[src/rtl/fp32_mult_seq.sv]
`default_nettype none
// ============================================================================
//  Module   : fp32_mult_seq
//  Purpose  : Iterative shift-add FP32 multiplier with valid/ready handshakes.
//             Specials are resolved when operands are accepted. Finite operands
//             take 24 radix-2 steps, then a normalise/round/range-check cycle.
//             Subnormal inputs are flushed to zero.
//  Options  : FPMUL_RNE_EN - round-to-nearest-even (guard + sticky).
//             When it is undefined the low product bits are truncated.
//  Revision : 1.0 - initial release
// ============================================================================
module fp32_mult_seq #(
    parameter int BIT_WIDTH  = 32,
    parameter int EXP_WIDTH  = 8,
    parameter int MANT_WIDTH = 23,
    parameter int BIAS       = 127
) (
    input  logic                 clk,
    input  logic                 rst_n,
    input  logic [BIT_WIDTH-1:0] a_operand,
    input  logic [BIT_WIDTH-1:0] b_operand,
    input  logic                 in_valid,
    output logic                 in_ready,
    output logic [BIT_WIDTH-1:0] result,
    output logic                 overflow,
    output logic                 underflow,
    output logic                 out_valid,
    input  logic                 out_ready
);

    localparam int C_SIG_W  = MANT_WIDTH + 1;
    localparam int C_PROD_W = 2 * C_SIG_W;
    localparam int C_ESUM_W = EXP_WIDTH + 2;
    localparam int C_CNT_W  = 5;
    localparam logic [EXP_WIDTH-1:0]       C_EXP_ONES = '1;
    localparam logic signed [C_ESUM_W:0]   C_BIAS     = (C_ESUM_W+1)'(BIAS);
    localparam logic signed [C_ESUM_W:0]   C_EXP_MAX  = (C_ESUM_W+1)'((1 << EXP_WIDTH) - 1);
    localparam logic [C_CNT_W-1:0]         C_LAST     = C_CNT_W'(C_SIG_W - 1);
    localparam logic [BIT_WIDTH-1:0]       C_QNAN     = {1'b0, C_EXP_ONES, 1'b1, (MANT_WIDTH-1)'(0)};

    typedef enum logic [1:0] {
        S_IDLE = 2'd0,
        S_MUL  = 2'd1,
        S_NORM = 2'd2,
        S_DONE = 2'd3
    } state_t;

    state_t                 state_q, state_d;
    logic                   sign_q, sign_d;
    logic [C_ESUM_W-1:0]    esum_q, esum_d;
    logic [C_PROD_W-1:0]    mcand_q, mcand_d;
    logic [C_SIG_W-1:0]     mplier_q, mplier_d;
    logic [C_PROD_W-1:0]    acc_q, acc_d;
    logic [C_CNT_W-1:0]     count_q, count_d;
    logic [BIT_WIDTH-1:0]   result_q, result_d;
    logic                   ovf_q, ovf_d;
    logic                   udf_q, udf_d;

    // ---------------- operand decode ----------------
    logic [EXP_WIDTH-1:0]   w_ea, w_eb;
    logic [MANT_WIDTH-1:0]  w_ma, w_mb;
    logic                   w_sign_in;
    logic                   w_a_zero, w_b_zero, w_a_inf, w_b_inf, w_a_nan, w_b_nan;
    logic                   w_special, w_nan_case;
    logic [BIT_WIDTH-1:0]   w_spec_res;

    assign w_ea       = a_operand[BIT_WIDTH-2 -: EXP_WIDTH];
    assign w_eb       = b_operand[BIT_WIDTH-2 -: EXP_WIDTH];
    assign w_ma       = a_operand[MANT_WIDTH-1:0];
    assign w_mb       = b_operand[MANT_WIDTH-1:0];
    assign w_sign_in  = a_operand[BIT_WIDTH-1] ^ b_operand[BIT_WIDTH-1];
    // Exponent zero covers both true zero and flushed subnormals.
    assign w_a_zero   = (w_ea == '0);
    assign w_b_zero   = (w_eb == '0);
    assign w_a_inf    = (w_ea == C_EXP_ONES) && (w_ma == '0);
    assign w_b_inf    = (w_eb == C_EXP_ONES) && (w_mb == '0);
    assign w_a_nan    = (w_ea == C_EXP_ONES) && (w_ma != '0);
    assign w_b_nan    = (w_eb == C_EXP_ONES) && (w_mb != '0);
    assign w_special  = w_a_zero | w_b_zero | (w_ea == C_EXP_ONES) | (w_eb == C_EXP_ONES);
    assign w_nan_case = w_a_nan | w_b_nan | (w_a_inf & w_b_zero) | (w_a_zero & w_b_inf);
    assign w_spec_res = w_nan_case          ? C_QNAN :
                        (w_a_inf | w_b_inf) ? {w_sign_in, C_EXP_ONES, MANT_WIDTH'(0)} :
                                              {w_sign_in, (BIT_WIDTH-1)'(0)};

    // ---------------- normalise / round / range ----------------
    // A product of two [1,2) significands has its leading one at bit 47 or bit 46.
    logic                    w_shift, w_inc, w_carry, w_ovf, w_udf;
    logic [C_SIG_W-1:0]      w_sig;
    logic [C_SIG_W:0]        w_sig_rnd;
    logic [MANT_WIDTH-1:0]   w_mant;
    logic signed [C_ESUM_W:0] w_exp;
    logic [BIT_WIDTH-1:0]    w_norm_res;

    assign w_shift = acc_q[C_PROD_W-1];
    assign w_sig   = w_shift ? acc_q[C_PROD_W-1 -: C_SIG_W] : acc_q[C_PROD_W-2 -: C_SIG_W];

`ifdef FPMUL_RNE_EN
    logic w_guard, w_sticky;
    assign w_guard  = w_shift ? acc_q[C_SIG_W-1] : acc_q[C_SIG_W-2];
    assign w_sticky = w_shift ? (|acc_q[C_SIG_W-2:0]) : (|acc_q[C_SIG_W-3:0]);
    assign w_inc    = w_guard & (w_sticky | w_sig[0]);
`else
    assign w_inc    = 1'b0;
`endif

    assign w_sig_rnd  = {1'b0, w_sig} + {{C_SIG_W{1'b0}}, w_inc};
    // A rounding carry-out of the significand means the value reached 2.0.
    assign w_carry    = w_sig_rnd[C_SIG_W];
    assign w_mant     = w_carry ? w_sig_rnd[C_SIG_W-1:1] : w_sig_rnd[MANT_WIDTH-1:0];
    assign w_exp      = $signed({1'b0, esum_q})
                      + $signed({{C_ESUM_W{1'b0}}, w_shift})
                      + $signed({{C_ESUM_W{1'b0}}, w_carry})
                      - C_BIAS;
    assign w_ovf      = (w_exp >= C_EXP_MAX);
    assign w_udf      = w_exp[C_ESUM_W] | (w_exp == '0);
    assign w_norm_res = w_ovf ? {sign_q, C_EXP_ONES, MANT_WIDTH'(0)} :
                        w_udf ? {sign_q, (BIT_WIDTH-1)'(0)} :
                                {sign_q, w_exp[EXP_WIDTH-1:0], w_mant};

    // State register and datapath registers; reset aborts any operation in flight.
    always_ff @(posedge clk or negedge rst_n) begin
        if (!rst_n) begin
            state_q  <= S_IDLE;
            sign_q   <= 1'b0;
            esum_q   <= '0;
            mcand_q  <= '0;
            mplier_q <= '0;
            acc_q    <= '0;
            count_q  <= '0;
            result_q <= '0;
            ovf_q    <= 1'b0;
            udf_q    <= 1'b0;
        end else begin
            state_q  <= state_d;
            sign_q   <= sign_d;
            esum_q   <= esum_d;
            mcand_q  <= mcand_d;
            mplier_q <= mplier_d;
            acc_q    <= acc_d;
            count_q  <= count_d;
            result_q <= result_d;
            ovf_q    <= ovf_d;
            udf_q    <= udf_d;
        end
    end

    // Next-state and datapath update for accept, shift-add steps, normalise and hand-off.
    always_comb begin
        state_d  = state_q;
        sign_d   = sign_q;
        esum_d   = esum_q;
        mcand_d  = mcand_q;
        mplier_d = mplier_q;
        acc_d    = acc_q;
        count_d  = count_q;
        result_d = result_q;
        ovf_d    = ovf_q;
        udf_d    = udf_q;
        case (state_q)
            S_IDLE: begin
                if (in_valid) begin
                    sign_d = w_sign_in;
                    if (w_special) begin
                        result_d = w_spec_res;
                        ovf_d    = 1'b0;
                        udf_d    = 1'b0;
                        state_d  = S_DONE;
                    end else begin
                        esum_d   = {2'b00, w_ea} + {2'b00, w_eb};
                        mcand_d  = {{C_SIG_W{1'b0}}, 1'b1, w_ma};
                        mplier_d = {1'b1, w_mb};
                        acc_d    = '0;
                        count_d  = '0;
                        state_d  = S_MUL;
                    end
                end
            end
            S_MUL: begin
                if (mplier_q[0]) begin
                    acc_d = acc_q + mcand_q;
                end
                mcand_d  = mcand_q << 1;
                mplier_d = mplier_q >> 1;
                count_d  = count_q + 1'b1;
                if (count_q == C_LAST) begin
                    state_d = S_NORM;
                end
            end
            S_NORM: begin
                result_d = w_norm_res;
                ovf_d    = w_ovf;
                udf_d    = w_udf;
                state_d  = S_DONE;
            end
            S_DONE: begin
                if (out_ready) begin
                    state_d = S_IDLE;
                end
            end
            default: state_d = S_IDLE;
        endcase
    end

    assign in_ready  = (state_q == S_IDLE);
    assign out_valid = (state_q == S_DONE);
    assign result    = result_q;
    assign overflow  = ovf_q;
    assign underflow = udf_q;

endmodule
`default_nettype wire

[config.mk]
export PLATFORM = sky130hd
export DESIGN_NAME = fp32_mult_seq
export DESIGN_NICKNAME = d
export VERILOG_FILES = /design/src/rtl/fp32_mult_seq.sv
export SDC_FILE = /design/constraint.sdc
export NUM_CORES = 1
export LEC_CHECK = 0
export CAP_MARGIN = 30
export CORE_ASPECT_RATIO = 1.5
export CORE_MARGIN = 1
export CORE_UTILIZATION = 40
export CTS_CLUSTER_DIAMETER = 40
export CTS_CLUSTER_SIZE = 25
export DETAILED_ROUTE_END_ITERATION = 12
export GPL_ROUTABILITY_DRIVEN = 0
export SYNTH_ARGS = -nofsm -noshare
export SYNTH_HDL_FRONTEND = slang
export SYNTH_SLANG_ARGS = --single-unit
[constraint.sdc]
create_clock -name clk -period 5.5 [get_ports clk]
set_input_delay 0.55 -clock clk [delete_from_list [all_inputs] [get_ports clk]]
set_output_delay 0.55 -clock clk [all_outputs]
set_load 0.02 [all_outputs]
==> run metrics <==
Worst Clk Skew 0.00978 ns; largest area contributor in the netlist dfrtp_1; WP depth 11; Max Slew Vio Count 0; internal power 0.00372 W; vias in the first global route 8724; largest net degree at the start of global routing 117; placement row count 72; Peak VDD IR 0.000312 V; Via density 5.50; reg-to-reg endpoint acc_q[44]$_DFFE_PN0P_; Post-Synthesis Cells 1159; WP data required 5.82 ns; WP buf/inv 0; port bufs 103; layout cell share with drive strength beyond 1 0.0507; post-CTS setup buffers 0; latest clock arrival within the worst-skew pair 0.44 ns; Post-Route Utilization 0.480; endpoints failing setup 0; top-count cell post-synth nand2_1; DRC violations left 0; Crit Path Category reg2reg; sequential area share after synthesis 0.411; Fmax achieved 0.275 GHz; Leak 5.26 nW; Final nets 1362; fin crit share 0.661; final cell count without fillers 1578; post-synth top area share 0.411; synth cell count leaders 176 x nand2_1, 171 x dfrtp_1, 110 x a21oi_1, 94 x o21ai_0, 84 x nor2_1; Synth Flop Type dfrtp_1; post_cts resized 0; final worst slack 1.87 ns; R2R setup slack 1.87 ns; CP cell instances ha_1 > fa_1 > a211oi_1 > o211ai_1 > a211oi_1 > nand3_1 > a32o_1 > o41ai_1 > o21ai_0 > xnor2_1 > o21ai_0; RSZ-0062 raised after global routing no; post-cts hold buffer count 0; Die Ht 200 um; arrival time of the worst setup path 3.95 ns; die area 26700 um^2; switching part of the total 0.444; total congestion overflow 0; Total GRT Usage 0.208; Worst path max stage delay 0.51 ns; main area contributors after synthesis dfrtp_1 41%, ha_1 7.4%, mux2i_1 6.5%, nand2_1 6.3%, a21oi_1 5.3%; CORE AREA 25700 um^2; clock-pin slew on the worst setup and hold paths 0.07 ns; crit end category flip-flop; Syn Area/Cell 8.99 um^2; initial antenna violation count 2; Hold Vio Cnt, Final 0; sw power 0.00297 W; element type at the critical path start flip-flop; HP Class in2async; CTS tree done; Antenna Violating Nets Remaining 0; RR Startpoint mcand_q[0]$_DFFE_PN0P_; Root Driver clkbuf_16; CP max FO 3; number of CTS-inserted buffers 17; Post-synth EDFFs 0; detailed placement HPWL 19.4 mm; Bufs on Longest Clock Path 2; R2R cell count 11; Worst path slowest cell o41ai_1; mapped cell area 10400 um^2; run status finished clean; Initial Util 0.406; drt pass-1 iters 5; first-pass GRT wire length 44.0 mm; ys async rst share 1.00; syn nets 1291; setup tns final 0 ns; Detailed Route Iter0 Violations 447; Top delay family on crit path compound AO/OA/AOI/OAI gates; Ports 104; worst slack, placed 1.71 ns; Yosys warnings 0; Clk network pwr share 0.177; CTS Sinks 171; dpl cells 1544; Power Density 542 nW/um^2; via count 8686; Netlist cell types 66; Seq pwr share 0.308; Area Overhead vs Synth 18.3%; worst slew pin tran 0.876 ns; Seq cells post-synth 171; wire per inst 16.5 um; Min Hold Slack 0.0555 ns; H-Tree Depth 4; combinational share of power 0.515; Max-slew headroom 0.411; Tmin final 3.63 ns; Die X 134 um; total of max-cap violations 0; post-detailed-routing wire length 26.0 mm
==> metrics by stage <==
step / total power [W] / area [um^2]
floorplan: 0.00455 / 10400
global placement: 0.00549 / 11700
detailed placement: 0.00555 / 11800
CTS: 0.00675 / 12300
global route: 0.00725 / 12300
finish: 0.00669 / 12300
==> flip-flops by register name, indices dropped and copies added (netlist names) <==
name,cells
mcand_q,48
count_q,5
state_q,2
underflow,1
acc_q,48
overflow,1
result,32
sign_q,1
mplier_q,24
esum_q,9
==> worst register-to-register path, cell delays in order (launching register included) <==
cell and delay [ns]:
dfrtp_1 0.40, ha_1 0.25, fa_1 0.43, a211oi_1 0.29, o211ai_1 0.19, a211oi_1 0.43
nand3_1 0.18, a32o_1 0.35, o41ai_1 0.52, o21ai_0 0.23, xnor2_1 0.16, o21ai_0 0.08
==> power by group through the flow <==
stage                     sequential [W]  combinational (W)  clock (W)
final                            0.00206            0.00344    0.00118
after floorplan                  0.00208            0.00247          0
after CTS                        0.00206            0.00348    0.00121
after detailed placement         0.00209            0.00346          0
after global placement           0.00207            0.00342          0
after global routing             0.00213            0.00386    0.00126
==> per-layer routing <==
metal | wire length [um] | up-vias | track usage
li1 | - | 4331 | -
met1 | 10900 | 4173 | 0.240
met2 | 13800 | 130 | 0.383
met3 | 528 | 52 | 0.0289
met4 | 758 | 0 | 0.0850
met5 | 0 | - | 0
==> worst max-delay path by stage <==
stage,startpoint,end,slack (ns)
2_1_floorplan,mcand_q[0]$_DFFE_PN0P_,acc_q[44]$_DFFE_PN0P_,2.48
3_3_place_gp,a_operand[24],acc_q[47]$_DFFE_PN0P_,1.76
3_5_place_dp,a_operand[24],acc_q[47]$_DFFE_PN0P_,1.71
4_1_cts,mcand_q[0]$_DFFE_PN0P_,acc_q[44]$_DFFE_PN0P_,1.86
5_1_grt,acc_q[47]$_DFFE_PN0P_,result[0]$_DFFE_PN0P_,1.43
6_report,mcand_q[0]$_DFFE_PN0P_,acc_q[44]$_DFFE_PN0P_,1.87
==> layout by cell type (no fill, tap or decap), types with 19 or more instances in the layout <==
cell	synthesis	final
nor2_1	84	84
a21oi_1	110	109
o21ai_0	94	93
nand4_1	25	25
inv_1	30	30
nand3_1	35	35
clkdlybuf4s50_1	0	102
xor2_1	24	24
ha_1	62	61
nand2_1	176	176
xnor2_1	32	32
mux2i_1	68	68
dfrtp_1	171	171
a21o_1	19	19
==> area by class of cell <==
type | count | area [um^2]
clock inverters | 11 | 111
flip-flops and latches | 171 | 4280
fillers | 2535 | 13300
clock buffers | 21 | 460
diodes | 2 | 5.00
repair buffers | 112 | 1110
well taps | 333 | 417
inverters | 30 | 113
multi-input cells | 898 | 5830
==> cells by family after synthesis <==
logic type | share of synthesized area
flops | 0.411
compound gates | 0.198
xor+xnor | 0.0471
fa+ha+maj | 0.0783
mux | 0.0686
simple gates | 0.164
buf+inv | 0.0337
No activity file was read; power rests on OpenSTA's default activity.
